===== src/rtl/turbo_deframer.sv =====
// rtl/turbo_deframer.sv - receive-side deframer for the turbo encoder serial output stream
//
// Purpose: delimits each code block (K data cycles + TAIL_LEN termination
// cycles), packs the xk/zk/zkp streams MSB-first into byte lanes, captures
// the 12 tail bits and reports premature look_now drops as framing errors.
//
// Ports:
//   clk, rst                   rising-edge clock, synchronous active-high reset
//   look_now                   stream valid, contiguous over a whole block
//   length_in                  block length flag, sampled on bit 0 of a block
//   xk, zk, zkp                systematic / parity-1 / parity-2 bits (tail bits in TAIL)
//   sys_byte, par1_byte,
//   par2_byte                  packed byte lanes, held between strobes
//   byte_valid, sop, eop       byte strobe, first byte / last data byte markers
//   tail_bits, blk_len,
//   blk_done                   termination bits and length flag, strobe on completion
//   frame_err, err_cnt         framing error strobe and saturating error count
module turbo_deframer #(
   parameter int K_SHORT  = 1056,
   parameter int K_LONG   = 6144,
   parameter int TAIL_LEN = 4,
   parameter int CNT_W    = 14
) (
   input  logic        clk,
   input  logic        rst,
   input  logic        look_now,
   input  logic        length_in,
   input  logic        xk,
   input  logic        zk,
   input  logic        zkp,
   output logic [7:0]  sys_byte,
   output logic [7:0]  par1_byte,
   output logic [7:0]  par2_byte,
   output logic        byte_valid,
   output logic        sop,
   output logic        eop,
   output logic [11:0] tail_bits,
   output logic        blk_done,
   output logic        blk_len,
   output logic        frame_err,
   output logic [7:0]  err_cnt
);

   localparam int TW = (TAIL_LEN > 1) ? $clog2(TAIL_LEN) : 1;

   typedef enum logic [1:0] {
      IDLE = 2'd0,
      DATA = 2'd1,
      TAIL = 2'd2
   } state_t;

   state_t state, state_next;

   logic [CNT_W-1:0] bit_cnt;
   logic [CNT_W-1:0] k_last;
   logic [TW-1:0]    tail_cnt;
   // Only 7 bits are buffered; the 8th bit goes straight into the output byte.
   logic [6:0]       sys_sr, par1_sr, par2_sr;
   // Holds the first three tail triplets; the fourth is appended on capture.
   logic [8:0]       tail_sr;
   logic             len_lat;
   logic             first_flag;

   logic             byte_done;
   logic             last_bit;
   logic             tail_last;
   logic             err_now;

   assign k_last = len_lat ? CNT_W'(K_LONG - 1) : CNT_W'(K_SHORT - 1);

   always_ff @(posedge clk) begin
      if (rst) begin
         state <= IDLE;
      end else begin
         state <= state_next;
      end
   end

   always_comb begin
      state_next = state;
      byte_done  = 1'b0;
      last_bit   = 1'b0;
      tail_last  = 1'b0;
      err_now    = 1'b0;
      case (state)
         IDLE: begin
            if (look_now) begin
               state_next = DATA;
            end
         end
         DATA: begin
            if (!look_now) begin
               err_now    = 1'b1;
               state_next = IDLE;
            end else begin
               byte_done = (bit_cnt[2:0] == 3'd7);
               if (bit_cnt == k_last) begin
                  last_bit   = 1'b1;
                  state_next = TAIL;
               end
            end
         end
         TAIL: begin
            if (!look_now) begin
               err_now    = 1'b1;
               state_next = IDLE;
            end else if (tail_cnt == TW'(TAIL_LEN - 1)) begin
               tail_last  = 1'b1;
               state_next = IDLE;
            end
         end
         default: begin
            state_next = IDLE;
         end
      endcase
   end

   always_ff @(posedge clk) begin
      if (rst) begin
         bit_cnt    <= '0;
         tail_cnt   <= '0;
         sys_sr     <= '0;
         par1_sr    <= '0;
         par2_sr    <= '0;
         tail_sr    <= '0;
         len_lat    <= 1'b0;
         first_flag <= 1'b0;
         sys_byte   <= '0;
         par1_byte  <= '0;
         par2_byte  <= '0;
         byte_valid <= 1'b0;
         sop        <= 1'b0;
         eop        <= 1'b0;
         tail_bits  <= '0;
         blk_done   <= 1'b0;
         blk_len    <= 1'b0;
         frame_err  <= 1'b0;
         err_cnt    <= '0;
      end else begin
         byte_valid <= 1'b0;
         sop        <= 1'b0;
         eop        <= 1'b0;
         blk_done   <= 1'b0;
         frame_err  <= 1'b0;

         if (err_now) begin
            // Partial byte and tail are abandoned; emitted bytes stand.
            bit_cnt   <= '0;
            tail_cnt  <= '0;
            frame_err <= 1'b1;
            if (err_cnt != 8'hFF) begin
               err_cnt <= err_cnt + 8'd1;
            end
         end else begin
            case (state)
               IDLE: begin
                  if (look_now) begin
                     len_lat    <= length_in;
                     first_flag <= 1'b1;
                     bit_cnt    <= CNT_W'(1);
                     tail_cnt   <= '0;
                     sys_sr     <= {6'd0, xk};
                     par1_sr    <= {6'd0, zk};
                     par2_sr    <= {6'd0, zkp};
                  end
               end
               DATA: begin
                  sys_sr  <= {sys_sr[5:0], xk};
                  par1_sr <= {par1_sr[5:0], zk};
                  par2_sr <= {par2_sr[5:0], zkp};
                  bit_cnt <= last_bit ? '0 : bit_cnt + CNT_W'(1);
                  if (byte_done) begin
                     sys_byte   <= {sys_sr, xk};
                     par1_byte  <= {par1_sr, zk};
                     par2_byte  <= {par2_sr, zkp};
                     byte_valid <= 1'b1;
                     sop        <= first_flag;
                     eop        <= last_bit;
                     first_flag <= 1'b0;
                  end
               end
               TAIL: begin
                  tail_sr  <= {tail_sr[5:0], xk, zk, zkp};
                  tail_cnt <= tail_cnt + TW'(1);
                  if (tail_last) begin
                     tail_bits <= {tail_sr, xk, zk, zkp};
                     blk_done  <= 1'b1;
                     blk_len   <= len_lat;
                     tail_cnt  <= '0;
                  end
               end
               default: begin
               end
            endcase
         end
      end
   end

endmodule


===== config.mk =====
export PLATFORM = sky130hd
export DESIGN_NAME = turbo_deframer
export DESIGN_NICKNAME = d
export VERILOG_FILES = /design/src/rtl/turbo_deframer.sv
export SDC_FILE = /design/constraint.sdc
export NUM_CORES = 1
export LEC_CHECK = 0
export CAP_MARGIN = 20
export CORE_ASPECT_RATIO = 2
export CORE_MARGIN = 2
export CORE_UTILIZATION = 60
export CTS_CLUSTER_SIZE = 28
export DETAILED_ROUTE_END_ITERATION = 7
export DONT_BUFFER_PORTS = 1
export PLACE_DENSITY = 0.83
export SLEW_MARGIN = 20
export SYNTH_ARGS = -nofsm -noshare
export SYNTH_HDL_FRONTEND = slang
export SYNTH_SLANG_ARGS = --single-unit

===== constraint.sdc =====
create_clock -name clk -period 2 [get_ports clk]
set_input_delay 0.2 -clock clk [delete_from_list [all_inputs] [get_ports clk]]
set_output_delay 0.2 -clock clk [all_outputs]
set_load 0.005 [all_outputs]

==> run_results.csv <==
group,metric,value,unit
outcome,status,"finished, final reports clean",
power,switchingPower,0.927,mW
power,pwr-share-seq,0.508,
finish,final_common_cell,"nand2_1",
clock_tree,cts_root_buf,"clkbuf_16",
finish,diodes,0,
floorplanning,io_pins,57,
floorplanning,dieArea,7560,um2
timing,relSlewSlack,0.679,
logic_synthesis,synth_top_family_by_area,"simple AND/OR/NAND/NOR gates",
floorplanning,die_w,62.5,um
power,power,3.99,mW
placement,io_buffer_count,0,
drt,vias,3550,
logic_synthesis,synthXorXnorAreaFrac,0.0256,
timing,finalWorstSetupSlack,0.102,ns
critical_path,worstPathCellList,"inv_1 > ha_1 > buf_6 > nand2_1 > or3_2 > a221oi_2",
timing,drv_slew,0,
timing,fin_crit_sh,0.949,
logic_synthesis,synth_enable_flop_cells,0,
global_routing,gr-usage-all-layers,0.277,
critical_path,worst_setup_path_end_kind,"flip-flop",
critical_path,crit_buf_inv,2,
global_routing,antenna_found_initial,0,
global_routing,overflow,0,
timing,finalSetupViolCount,0,
global_routing,grt_pass1_wl,16500,um
logic_synthesis,synthMuxAreaShare,0.0125,
logic_synthesis,yosysWarnings,0,
clock_tree,clkLatencyLatePin,0.35,ns
drt,routedWlPerCell,16.6,um
clock_tree,path_clk_slew,0.07,ns
timing,finClkSkew,0.00423,ns
critical_path,slowest_delay,0.51,ns
power,p_int,3.06,mW
hold_path,hp-class,"in -> reg",
logic_synthesis,synth-async-reset-ratio,0,
finish,final_util,0.686,
clock_tree,htreeDepth,3,
logic_synthesis,synthAdderAreaFrac,0.0213,
finish,mostFrequentLayoutCells,"nand2_1, dfxtp_1, a21oi_1, nand3_1, nor2_1",
logic_synthesis,synthFlopType,"dfxtp_1",
logic_synthesis,synthDistinctLibCells,44,
timing,period_needed,1.90,ns
power,ir_worst_vdd,0.000774,V
drt,antenna_left,0,
finish,drive_gt1_frac,0.0978,
clock_tree,cts_tree,"built",
floorplanning,start_util,0.620,
critical_path,cp_max_fo,15,
critical_path,crit_family,"simple AND/OR/NAND/NOR gates",
flow_run,maxCapViolations,0,
power,combPwrFrac,0.059,
timing,final_hold_viol_count,0,
drt,drc,0,
placement,hpwl,6590,um
timing,rsz0062_at_grt,"false",
critical_path,worstPathRequired,2.26,ns
drt,drtIter0Drc,259,
power,p_sw_frac,0.232,
power,clkPwrFrac,0.433,
clock_tree,cts_buffers,9,
logic_synthesis,netlist_area,4100,um2
placement,pre_cts_ws,0.0942,ns
clock_tree,cts.sink_count,100,
logic_synthesis,ys_ff_latch,100,
logic_synthesis,syn_nets,521,
logic_synthesis,post_synth.cell_area_avg,8.09,um2
logic_synthesis,synth-simple-area-share,0.267,
power,powerDensity,878,nW/um2
critical_path,critPathLaunchType,"flip-flop",
timing,max_freq,0.527,GHz
critical_path,critPathKind,"reg -> reg",
power,p_leak,1.50,nW
timing,setup_tns,0,ns
critical_path,slowest_stage,"or3_2",
timing,worst_pin_slew,0.468,ns
clock_tree,ctsLongestPathBuffers,2,
drt,drt_wl_total,9920,um
finish,synthToLayoutAreaGrowth,10.7,%
finish,fin_nets,520,
floorplanning,num_rows,42,
floorplanning,core,6620,um2
logic_synthesis,ys_seq_area_frac,0.488,
logic_synthesis,synth_cells,507,
logic_synthesis,synth-compound-area-share,0.137,
floorplanning,die_h,121,um
global_routing,grt_max_degree,80,
placement,place.gp.congestion,0.909,
critical_path,critPathArrivalTime,2.16,ns
global_routing,grt_pass1_vias,3451,
clock_tree,post_cts_buffers,0,
drt,vias_per_cell,5.93,
drt,firstDrtPassIters,5,
[worst register-to-register path, stage by stage (launching register included)]
cell	delay, ns
dfxtp_1	0.34
inv_1	0.10
ha_1	0.28
buf_6	0.20
nand2_1	0.18
or3_2	0.51
a221oi_2	0.21
[cells in the mapped netlist (2+ instances only)]
| cell | instances | area share |
|---|---|---|
| nand2_1 | 132 | 0.12 |
| dfxtp_1 | 100 | 0.49 |
| a21oi_1 | 79 | 0.096 |
| nand3_1 | 41 | 0.050 |
| nor2_1 | 29 | 0.027 |
| clkbuf_1 | 27 | 0.025 |
| nand4_1 | 8 | 0.012 |
| ha_1 | 7 | 0.021 |
| xnor2_1 | 7 | 0.015 |
| nor3_1 | 6 | 0.0073 |
| a31oi_1 | 5 | 0.0076 |
| and3_1 | 5 | 0.0076 |
| clkbuf_8 | 5 | 0.017 |
| inv_1 | 5 | 0.0046 |
| xor2_1 | 5 | 0.011 |
| mux2i_1 | 4 | 0.0098 |
| or2_2 | 4 | 0.0061 |
| nand2b_1 | 3 | 0.0046 |
| nor2b_1 | 3 | 0.0046 |
| o211ai_1 | 3 | 0.0055 |
| o21ai_0 | 3 | 0.0037 |
| or3_1 | 3 | 0.0046 |
| o21ai_1 | 2 | 0.0024 |
[area by class of cell]
cell class | instances | area [um2]
clock buffers | 11 | 233
inverters | 5 | 18.8
multi-input cells | 369 | 1930
repair buffers | 21 | 189
fillers | 565 | 2080
flip-flops and latches | 100 | 2000
clock inverters | 5 | 60.1
well taps | 88 | 110
[per-stage QoR]
stage                     hold slack (ns)  area (um2)  std cells
final                             0.00740        4540        599
after global routing              0.00879        4540        599
after CTS                         0.00410        4510        599
after detailed placement            0.277        4160        579
after global placement              0.275        4160        579
after floorplan                     0.334        4100        507
[cells by family after synthesis]
| family | count (synthesis) |
|---|---|
| AND/OR/NAND/NOR | 244 |
| AO/OA/AOI/OAI | 101 |
| flip-flops | 100 |
| buffers and inverters | 38 |
| XOR/XNOR | 12 |
| adder cells (fa/ha/maj) | 7 |
| multiplexers | 5 |
[sequential cells by signal (all words and copies together) (netlist names)]
| signal | flops |
|---|---|
| tail_sr | 9 |
| blk_done | 1 |
| state | 2 |
| sys_byte | 8 |
| byte_valid | 1 |
| tail_cnt | 2 |
| frame_err | 1 |
| sys_sr | 7 |
| eop | 1 |
| par2_sr | 7 |
| bit_cnt | 14 |
| par1_sr | 7 |
| tail_bits | 12 |
| err_cnt | 8 |
| first_flag | 1 |
| sop | 1 |
| blk_len | 1 |
| len_lat | 1 |
| par2_byte | 8 |
| par1_byte | 8 |
[layer usage]
metal  global-route usage  share of wire  vias up
met2                0.501           0.54      138
met1                0.280           0.36     1657
li1                     -              -     1720
met5                    0              0        -
met4                0.160          0.044        0
met3               0.0742          0.062       35
[repair_timing]
action,in CTS,in global routing
hold endpoints to repair,79,0
setup endpoints to repair,0,49
hold buffers,4,0
gates resized for setup,0,7
[power groups by stage]
stage	sequential, mW	combinational (mW)	clock, mW
floorplan	2.07	0.173	0
global placement	2.07	0.186	0
detailed placement	2.07	0.191	0
CTS	2.03	0.230	1.74
global route	2.03	0.261	1.81
finish	2.03	0.236	1.73
[final timing paths]
kind / depth (start not counted) / from / slack, ns / to
worst min-delay path: 2 / zkp / 0.007 / tail_bits[0]$_SDFFE_PP0P_
worst min register to register: 2 / sys_sr[6]$_SDFFE_PP0P_ / 0.46 / sys_byte[7]$_SDFFE_PP0P_
worst max register to register: 6 / state[1]$_SDFFE_PP0P_ / 0.10 / state[0]$_SDFFE_PP0P_
worst max-delay path: 6 / state[1]$_SDFFE_PP0P_ / 0.10 / state[0]$_SDFFE_PP0P_
Power figures use the tool's default switching activity.
